### src/rtl/enigma_pkg.sv
// Shared types, constants and mod-26 helpers for the Enigma rotor sequencer.
package enigma_pkg;

  localparam int CHAR_W = 5;
  localparam int ALPHA  = 26;

  typedef logic [CHAR_W-1:0] char_t;

  localparam char_t ALPHA_C = char_t'(ALPHA);

  typedef enum logic [1:0] {
    ROT0 = 2'd0,
    ROT1 = 2'd1,
    ROT2 = 2'd2,
    REFL = 2'd3
  } stage_e;

  typedef enum logic [2:0] {
    IDLE,
    STEP,
    ISSUE,
    CAPT,
    DONE
  } state_e;

  // Operands are expected below ALPHA; one conditional subtract then suffices.
  function automatic char_t add_mod26(input char_t a, input char_t b);
    logic [CHAR_W:0] s;
    s = {1'b0, a} + {1'b0, b};
    if (s >= {1'b0, ALPHA_C}) s = s - {1'b0, ALPHA_C};
    return s[CHAR_W-1:0];
  endfunction

  function automatic char_t sub_mod26(input char_t a, input char_t b);
    logic [CHAR_W:0] d;
    d = {1'b0, a} - {1'b0, b};
    if (d[CHAR_W]) d = d + {1'b0, ALPHA_C};
    return d[CHAR_W-1:0];
  endfunction

  // Pass order: rotors 0..2 forward, reflector, rotors 2..0 inverse.
  function automatic stage_e stage_of(input logic [2:0] pass);
    case (pass)
      3'd0:    return ROT0;
      3'd1:    return ROT1;
      3'd2:    return ROT2;
      3'd3:    return REFL;
      3'd4:    return ROT2;
      3'd5:    return ROT1;
      default: return ROT0;
    endcase
  endfunction

endpackage

### src/rtl/enigma_step_unit.sv
// Combinational rotor stepping (odometer with notches).
// ENIGMA_ROTOR_SEQ_DBLSTEP_EN selects the historical double-step of the middle rotor.
module enigma_step_unit
  import enigma_pkg::*;
#(
  parameter int unsigned NOTCH0 = 16,
  parameter int unsigned NOTCH1 = 4
) (
  input  logic [CHAR_W-1:0] pos0_i,
  input  logic [CHAR_W-1:0] pos1_i,
  input  logic [CHAR_W-1:0] pos2_i,
  output logic [CHAR_W-1:0] pos0_o,
  output logic [CHAR_W-1:0] pos1_o,
  output logic [CHAR_W-1:0] pos2_o
);

  localparam char_t N0 = char_t'(NOTCH0);
  localparam char_t N1 = char_t'(NOTCH1);

  logic carry1;
  logic carry2;

  // Carries are decided from the positions before this step.
  always_comb begin
    carry2 = (pos1_i == N1);
`ifdef ENIGMA_ROTOR_SEQ_DBLSTEP_EN
    carry1 = (pos0_i == N0) || carry2;
`else
    carry1 = (pos0_i == N0);
`endif
  end

  assign pos0_o = add_mod26(pos0_i, char_t'(1));
  assign pos1_o = carry1 ? add_mod26(pos1_i, char_t'(1)) : pos1_i;
  assign pos2_o = carry2 ? add_mod26(pos2_i, char_t'(1)) : pos2_i;

endmodule

### src/rtl/enigma_rotor_seq.sv
// Enigma sequencing controller: steps rotors, runs 7 serial lookups per character.
// Build option ENIGMA_ROTOR_SEQ_DBLSTEP_EN is consumed by enigma_step_unit.
module enigma_rotor_seq
  import enigma_pkg::*;
#(
  parameter int unsigned NOTCH0 = 16,
  parameter int unsigned NOTCH1 = 4
) (
  input  logic              clk,
  input  logic              rst_n,
  input  logic              cfg_load,
  input  logic [CHAR_W-1:0] cfg_pos0,
  input  logic [CHAR_W-1:0] cfg_pos1,
  input  logic [CHAR_W-1:0] cfg_pos2,
  input  logic              in_valid,
  output logic              in_ready,
  input  logic [CHAR_W-1:0] in_char,
  output logic              out_valid,
  input  logic              out_ready,
  output logic [CHAR_W-1:0] out_char,
  output logic              out_err,
  output logic [CHAR_W-1:0] pos0,
  output logic [CHAR_W-1:0] pos1,
  output logic [CHAR_W-1:0] pos2,
  output logic              lu_req,
  output logic [1:0]        lu_stage,
  output logic              lu_inv,
  output logic [CHAR_W-1:0] lu_addr,
  input  logic [CHAR_W-1:0] lu_data
);

  state_e      state_q, state_d;
  char_t       pos0_q, pos0_d, pos1_q, pos1_d, pos2_q, pos2_d;
  char_t       c_q, c_d;
  logic [2:0]  pass_q, pass_d;
  char_t       out_char_q, out_char_d;
  logic        out_err_q, out_err_d;

  char_t       step0, step1, step2;
  stage_e      cur_stage;
  logic        cur_inv;
  char_t       cur_pos;
  char_t       issue_addr;
  char_t       capt_c;

  enigma_step_unit #(
    .NOTCH0 (NOTCH0),
    .NOTCH1 (NOTCH1)
  ) u_step (
    .pos0_i (pos0_q),
    .pos1_i (pos1_q),
    .pos2_i (pos2_q),
    .pos0_o (step0),
    .pos1_o (step1),
    .pos2_o (step2)
  );

  assign cur_stage = stage_of(pass_q);
  assign cur_inv   = (pass_q > 3'd3);

  always_comb begin
    unique case (cur_stage)
      ROT0:    cur_pos = pos0_q;
      ROT1:    cur_pos = pos1_q;
      ROT2:    cur_pos = pos2_q;
      default: cur_pos = '0;
    endcase
  end

  assign issue_addr = (cur_stage == REFL) ? c_q : add_mod26(c_q, cur_pos);
  assign capt_c     = (cur_stage == REFL) ? lu_data : sub_mod26(lu_data, cur_pos);

  always_comb begin
    // NOTE: every always_comb output gets a default first so no path can infer a latch.
    state_d    = state_q;
    pos0_d     = pos0_q;
    pos1_d     = pos1_q;
    pos2_d     = pos2_q;
    c_d        = c_q;
    pass_d     = pass_q;
    out_char_d = out_char_q;
    out_err_d  = out_err_q;

    unique case (state_q)
      IDLE: begin
        if (cfg_load) begin
          // Adding zero folds 26..31 back into range.
          pos0_d = add_mod26(cfg_pos0, '0);
          pos1_d = add_mod26(cfg_pos1, '0);
          pos2_d = add_mod26(cfg_pos2, '0);
        end else if (in_valid) begin
          if (in_char >= ALPHA_C) begin
            out_char_d = in_char;
            out_err_d  = 1'b1;
            state_d    = DONE;
          end else begin
            c_d     = in_char;
            state_d = STEP;
          end
        end
      end
      STEP: begin
        pos0_d  = step0;
        pos1_d  = step1;
        pos2_d  = step2;
        pass_d  = 3'd0;
        state_d = ISSUE;
      end
      ISSUE: state_d = CAPT;
      CAPT: begin
        c_d = capt_c;
        if (pass_q == 3'd6) begin
          out_char_d = capt_c;
          out_err_d  = 1'b0;
          state_d    = DONE;
        end else begin
          pass_d  = pass_q + 3'd1;
          state_d = ISSUE;
        end
      end
      DONE: if (out_ready) state_d = IDLE;
      default: state_d = IDLE;
    endcase
  end

  always_ff @(posedge clk or negedge rst_n) begin
    if (!rst_n) begin
      state_q    <= IDLE;
      pos0_q     <= '0;
      pos1_q     <= '0;
      pos2_q     <= '0;
      c_q        <= '0;
      pass_q     <= '0;
      out_char_q <= '0;
      out_err_q  <= 1'b0;
    end else begin
      // NOTE: non-blocking updates keep all registers sampling pre-edge values.
      state_q    <= state_d;
      pos0_q     <= pos0_d;
      pos1_q     <= pos1_d;
      pos2_q     <= pos2_d;
      c_q        <= c_d;
      pass_q     <= pass_d;
      out_char_q <= out_char_d;
      out_err_q  <= out_err_d;
    end
  end

  assign in_ready  = (state_q == IDLE) && !cfg_load;
  assign out_valid = (state_q == DONE);
  assign out_char  = out_char_q;
  assign out_err   = out_err_q;
  assign pos0      = pos0_q;
  assign pos1      = pos1_q;
  assign pos2      = pos2_q;

  assign lu_req   = (state_q == ISSUE);
  assign lu_stage = lu_req ? cur_stage : ROT0;
  assign lu_inv   = lu_req && cur_inv;
  assign lu_addr  = lu_req ? issue_addr : '0;

endmodule
### config.mk
export PLATFORM = sky130hd
export DESIGN_NAME = enigma_rotor_seq
export DESIGN_NICKNAME = d
export VERILOG_FILES = /design/src/rtl/enigma_pkg.sv /design/src/rtl/enigma_step_unit.sv /design/src/rtl/enigma_rotor_seq.sv
export SDC_FILE = /design/constraint.sdc
export NUM_CORES = 1
export LEC_CHECK = 0
export ABC_AREA = 1
export CAP_MARGIN = 20
export CORE_MARGIN = 5
export CORE_UTILIZATION = 35
export DETAILED_ROUTE_END_ITERATION = 10
export HOLD_SLACK_MARGIN = 0.05
export PLACE_DENSITY = 0.62
export SYNTH_ARGS = -nofsm -noshare
export SYNTH_HDL_FRONTEND = slang
export SYNTH_SLANG_ARGS = --single-unit
### constraint.sdc
create_clock -name clk -period 4.6 [get_ports clk]
set_input_delay 0.46 -clock clk [delete_from_list [all_inputs] [get_ports clk]]
set_output_delay 0.46 -clock clk [all_outputs]
set_load 0.02 [all_outputs]
-- After elaboration in Yosys (flattened, before gate mapping)
Index checks and enable logic that the tools add are counted.
- reduce and logical (&&, ||, !) cells: 17
- multiplexer cells: 44
- $add $sub $neg: 14
- magnitude comparators: 9
- equal/unequal tests: 25
- operators with widths (kind ; count):
    5-bit 2-to-1 mux ; 23
    5-bit case mux with 2 select lines ; 5
    5-bit subtractor (second input constant) ; 7
    6-bit by 5-bit >= comparator with 1-bit output (second input constant) ; 4
    5-bit >= comparator (second input constant) ; 4
    5-bit by 1-bit adder with 6-bit output (second input constant) ; 3
    3-bit 2-to-1 mux ; 6
    3-bit case mux with 5 select lines ; 1
    5-bit case mux with 3 select lines ; 1
    2-bit inequality test (second input constant) ; 7
    3-bit by 2-bit == test with 1-bit output (second input constant) ; 4
    3-bit == test (second input constant) ; 4
    3-bit AND reduction ; 3
    5-bit by 5-bit adder with 6-bit output ; 1
    3-bit by 1-bit == test with 1-bit output (second input constant) ; 2
    2-bit by 1-bit inequality test with 1-bit output (second input constant) ; 3
    2-bit case mux with 3 select lines ; 1
    3-bit case mux with 2 select lines ; 1
    2-bit nonzero test ; 3
    5-bit by 5-bit subtractor with 6-bit output ; 1
    5-bit adder (second input constant) ; 1
    5-bit by 3-bit == test with 1-bit output (second input constant) ; 1
    5-bit == test (second input constant) ; 1
    5-bit AND reduction ; 1
    14 further kinds ; 21
- bits of input ports: 30
- logic and storage cells: 117
- output and inout port bits: 32
- register bits: 32

-- Depth between registers and ports, before layout
- depth after elaboration: 11
- gate-level depth with buffers: 25
- depth with buffers taken out: 23

-- Modules after synthesis
A second synthesis with hierarchy kept.
- cell total of the unflattened synthesis: 550
- area, all modules: 3508.4 µm²
- modules (own cells, without submodules) (module ; cells each ; area each (µm²) ; instances):
    enigma_rotor_seq ; 410 ; 2760.1 ; 1
    enigma_step_unit ; 140 ; 748.2 ; 1

-- Worst setup path before layout
OpenSTA, ideal clock, no wires.
- kind: register to output
- start point: register pass_q[0]
- end point: output port lu_addr[3]
- buffers on the path: 2
- data arrival time: 3.326 ns
- data required time: 4.140 ns
- cell stages (with the launch flop): 20
- path slack: 0.814 ns
- path through: dfrtp_1 ha_1 ha_1 nor2_1 nor2_4 inv_2 buf_4 buf_4 o21ai_0 inv_1 ha_1 inv_1 fa_1 xnor2_1 inv_1 ha_1 xor2_1 nand2_1 nand2_1 a21oi_1
- word-level cells in the longest chain between the ends: 10
- elaborated cells between the ends (all ways): 19
- ends and longest elaborated chain (item ; RTL line ; text):
    from (decl) ; enigma_rotor_seq.sv:35 ; logic [2:0] pass_q, pass_d;
    from (signal assigned) ; enigma_rotor_seq.sv:143 ; pass_q <= pass_d;
    3-bit == test (tied with other cells) ; enigma_pkg.sv:43 ; case (pass)
    2-bit OR reduction (no line) ; n/a ;
    2-bit case mux with 3 select lines (*) ; enigma_pkg.sv:43 ;
    2-bit == test (tied with other cells) ; enigma_rotor_seq.sv:62 ; unique case (cur_stage)
    5-bit case mux with 3 select lines ; enigma_rotor_seq.sv:62 ;
    5-bit by 5-bit adder with 6-bit output ; enigma_pkg.sv:29 ; s = {1'b0, a} + {1'b0, b};
    5-bit subtractor or 6-bit by 5-bit >= comparator with 1-bit output (tied branches) ; enigma_pkg.sv:30 ; if (s >= {1'b0, ALPHA_C}) s = s - {1'b0, ALPHA_C};
    5-bit 2-to-1 mux ; enigma_pkg.sv:30 ;
    5-bit 2-to-1 mux (*) ; enigma_rotor_seq.sv:70 ; assign issue_addr = (cur_stage == REFL) ? c_q : add_mod26(c_q, cur_pos);
    5-bit 2-to-1 mux (*) ; enigma_rotor_seq.sv:160 ; assign lu_addr = lu_req ? issue_addr : '0;
    to (decl) ; enigma_rotor_seq.sv:28 ; output logic [CHAR_W-1:0] lu_addr,
Mark *: on every way between the ends. The rest lies on a longest branch, timed or not.

-- Worst setup path after layout
- start point: register pass_q[0]
- end point: output port lu_addr[1]
The elaborated chain is that of the path after synthesis.

==> key figures <==
Route
  – DR pass1 iterations: 5
  – DR vias/cell: roughly 5
  – Starting DRT DRC Count: a little over 90
  – Routed WL: 8980 µm
  – Via Count: 3441
  – DR DRC count: 0
  – Wire length per cell: roughly 13 µm
  – ANT nets after route: 0

Clock tree
  – Root Driver: clkbuf_8
  – Hold buffers post-CTS: 0
  – H-tree depth: 2
  – CTS tree: built
  – Worst-skew pair later-pin latency: 0.29 ns
  – Register clock-pin slew on the reported worst setup and hold paths: 0.07 ns
  – Num CTS Buffers: 5
  – Clock tree buffer depth: 2
  – Clock sinks: 32

Logic synthesis
  – Synth Register Bits: 32
  – Cell taking the most area after synthesis: dfrtp_1
  – Post-synthesis net count: roughly 570
  – Cell Area, Synth: between 3000 and 4000 µm²
  – Top cells by area, synth: dfrtp_1 24%, nand2_1 15%, ha_1 12%
  – Sequential share of the synthesized area: between 20% and 30%
  – Synth top area share: approximately a quarter
  – Ys Warns: 0
  – Syn avg cell area: between 6 and 7 µm²
  – Yosys cell types: 35
  – Mapped Cells: 505

Die
  – Initial Util: between 30% and 40%
  – Die Span X: 107 µm
  – Die Ht: roughly 110 µm
  – Core area: between 9000 and 10000 µm²
  – Die area: around 12000 µm²
  – Row count: 35
  – IO Count: a little over 60

Place
  – GPL Wtd Cong: about 0.9
  – Placed cell count: 691
  – Buffers on Ports: 61
  – DP HPWL: approximately 7300 µm

Timing
  – Hold Violations, Final: 0
  – Final hold slack: between 0.4 and 0.5 ns
  – Final setup violation count: 0
  – Clock skew: approximately 0.0075 ns
  – Setup TNS: 0 ns
  – Min cycle time layout: 4.12 ns
  – Tightest Pin Transition: 0.861 ns
  – RSZ-0062 raised after global routing: no
  – Fmax: 243 MHz
  – Pins Over Slew Limit: 0
  – Period Utilization, post-route: between 80% and 90%
  – Max-Slew Margin vs Limit: between 40% and 50%

Global route
  – Met1 usage: between 20% and 30%
  – Largest net degree at the start of global routing: 33
  – Antenna violations before repair: 0
  – Gr ovfl total: 0
  – First-pass GRT wire length: 15400 µm
  – Vias in the first global route: approximately 3.3k
  – Busiest grt layer: met2
  – GRT met3 Usage: around 2.3%
  – Global-route usage over all layers: about 16%
  – GR Layer Usage met2: ~27%

Layout
  – FILL cells: 940
  – ANT cells: 0
  – Syn-to-layout area delta: 27.1%
  – Fin util: between 40% and 50%
  – # nets final: roughly 630
  – Non-filler instance count after layout: around 700
  – Layout cells sized above 1: under 10%

Worst setup path
  – Startpoint types: flip-flop
  – Crit end category: primary output
  – CP Data Required Time: between 4 and 5 ns
  – Worst R2R Setup Slack: roughly 1.1 ns
  – Critical path fanouts, max: 7
  – CP arrival: approximately 3.7 ns
  – Crit path kind: flip-flop to primary output

Run status
  – Status: completed

Hold path
  – Hold WC Path Type: flip-flop to flip-flop

Flow run
  – Max-cap violations: 0
[stage by stage]
stage | instance area, µm² | setup slack (ns)
final | 4230 | 0.481
after global routing | 4230 | 0.172
after CTS | 4210 | 0.00694
after detailed placement | 4080 | 0.224
after global placement | 4080 | 0.383
after floorplan | 3330 | 0.814
[cells by family after synthesis]
family,share of synthesized area (%)
AOI/OAI and AO/OA,15.5
buffers and inverters,11.4
xor gates and xnor gates,3.16
adders and majority gates,13.2
and+or+nand+nor,32.6
DFF,24.1
[final cells by class]
type / count / area, µm² / area share, %
Tap cell: 129 / 161 / 3.82
Inverter: 90 / 343 / 8.11
Clock inverter: 1 / 30.0 / 0.711
Timing Repair Buffer: 63 / 636 / 15.0
Sequential cell: 32 / 801 / 19.0
Multi-Input combinational cell: 377 / 2160 / 51.1
Clock buffer: 7 / 96.3 / 2.28
[timing repair]
item	in CTS	in global routing
setup endpoints to repair	3	4
resized for setup	1	6
pin swaps	0	1
setup buffers	0	0
[cells in the mapped netlist]
library cell	instances
nand2_1	134
inv_1	81
nand3_1	47
o21ai_0	38
dfrtp_1	32
ha_1	32
nor2_1	30
a21oi_1	24
xor2_1	9
nand4_1	8
inv_2	7
a31oi_1	6
nand3b_1	6
nor3_1	6
or2_2	5
o21ai_1	4
buf_4	3
nor2_4	3
o221ai_1	3
o22ai_1	3
xnor2_1	3
a21oi_4	2
a22oi_1	2
buf_2	2
fa_1	2
inv_4	2
nor3_2	2
o211ai_1	2
a21boi_0	1
a21o_1	1
clkbuf_1	1
nor3_4	1
nor3b_1	1
o21ai_2	1
o21ai_4	1
[critical path, stage by stage, from the launching register on]
cell            delay (ns)
dfrtp_1               0.45
ha_1                  0.24
ha_1                  0.27
nor2_4                0.19
nand2_1               0.15
o22ai_1               0.13
o21ai_0               0.09
inv_1                 0.08
ha_1                  0.17
inv_1                 0.06
fa_1                  0.39
nand3b_1              0.17
nand2_1               0.08
xor2_1                0.20
nand3_2               0.13
nand2_1               0.14
nand2_1               0.07
nand3_1               0.06
nand2_1               0.05
inv_1                 0.04
dlymetal6s2s_1        0.22
[per-layer routing]
layer  routed length (µm)  share of wire [%]
met1                 4260                 47
met4                  189                2.1
met3                  333                3.7
met2                 4200                 47
met5                    0                  0
[state kept, by name, indices dropped and copies added (netlist names)]
signal / count
c_q: 5
out_char: 5
out_err: 1
pass_q: 3
pos0: 5
pos1: 5
pos2: 5
state_q: 3
[worst paths after layout]
check / cells after the start / end / from
max: 20 / lu_addr[1] / pass_q[0]
min: 2 / out_err / out_err
max reg2reg: 17 / c_q[2] / pass_q[0]
min reg2reg: 2 / out_err / out_err
max in group asynchronous: 2 / pass_q[1] / rst_n
min in group asynchronous: 2 / out_err / rst_n
[cell usage in the layout, fill, tap and decap left out, types with 2 or more instances in the layout]
master / n
fa_1: 2
clkbuf_8: 7
o221ai_1: 3
xor2_1: 9
dlymetal6s2s_1: 4
nor2_1: 29
o21ai_1: 4
nand3b_1: 6
dfrtp_1: 32
inv_1: 81
ha_1: 32
o22ai_1: 3
nor2_4: 4
inv_4: 2
xnor2_1: 3
o21ai_0: 38
a21oi_1: 24
nor3_1: 6
o211ai_1: 2
nand3_1: 46
or2_2: 5
inv_2: 7
nand4_1: 8
a22oi_1: 2
nand2_1: 134
a21oi_4: 2
nor3_2: 2
a31oi_1: 6
clkdlybuf4s50_1: 57
buf_4: 2
Power is left out: the tool's default activity adds up to more than one toggle a clock period on the data nets, which glitch-free logic cannot reach.
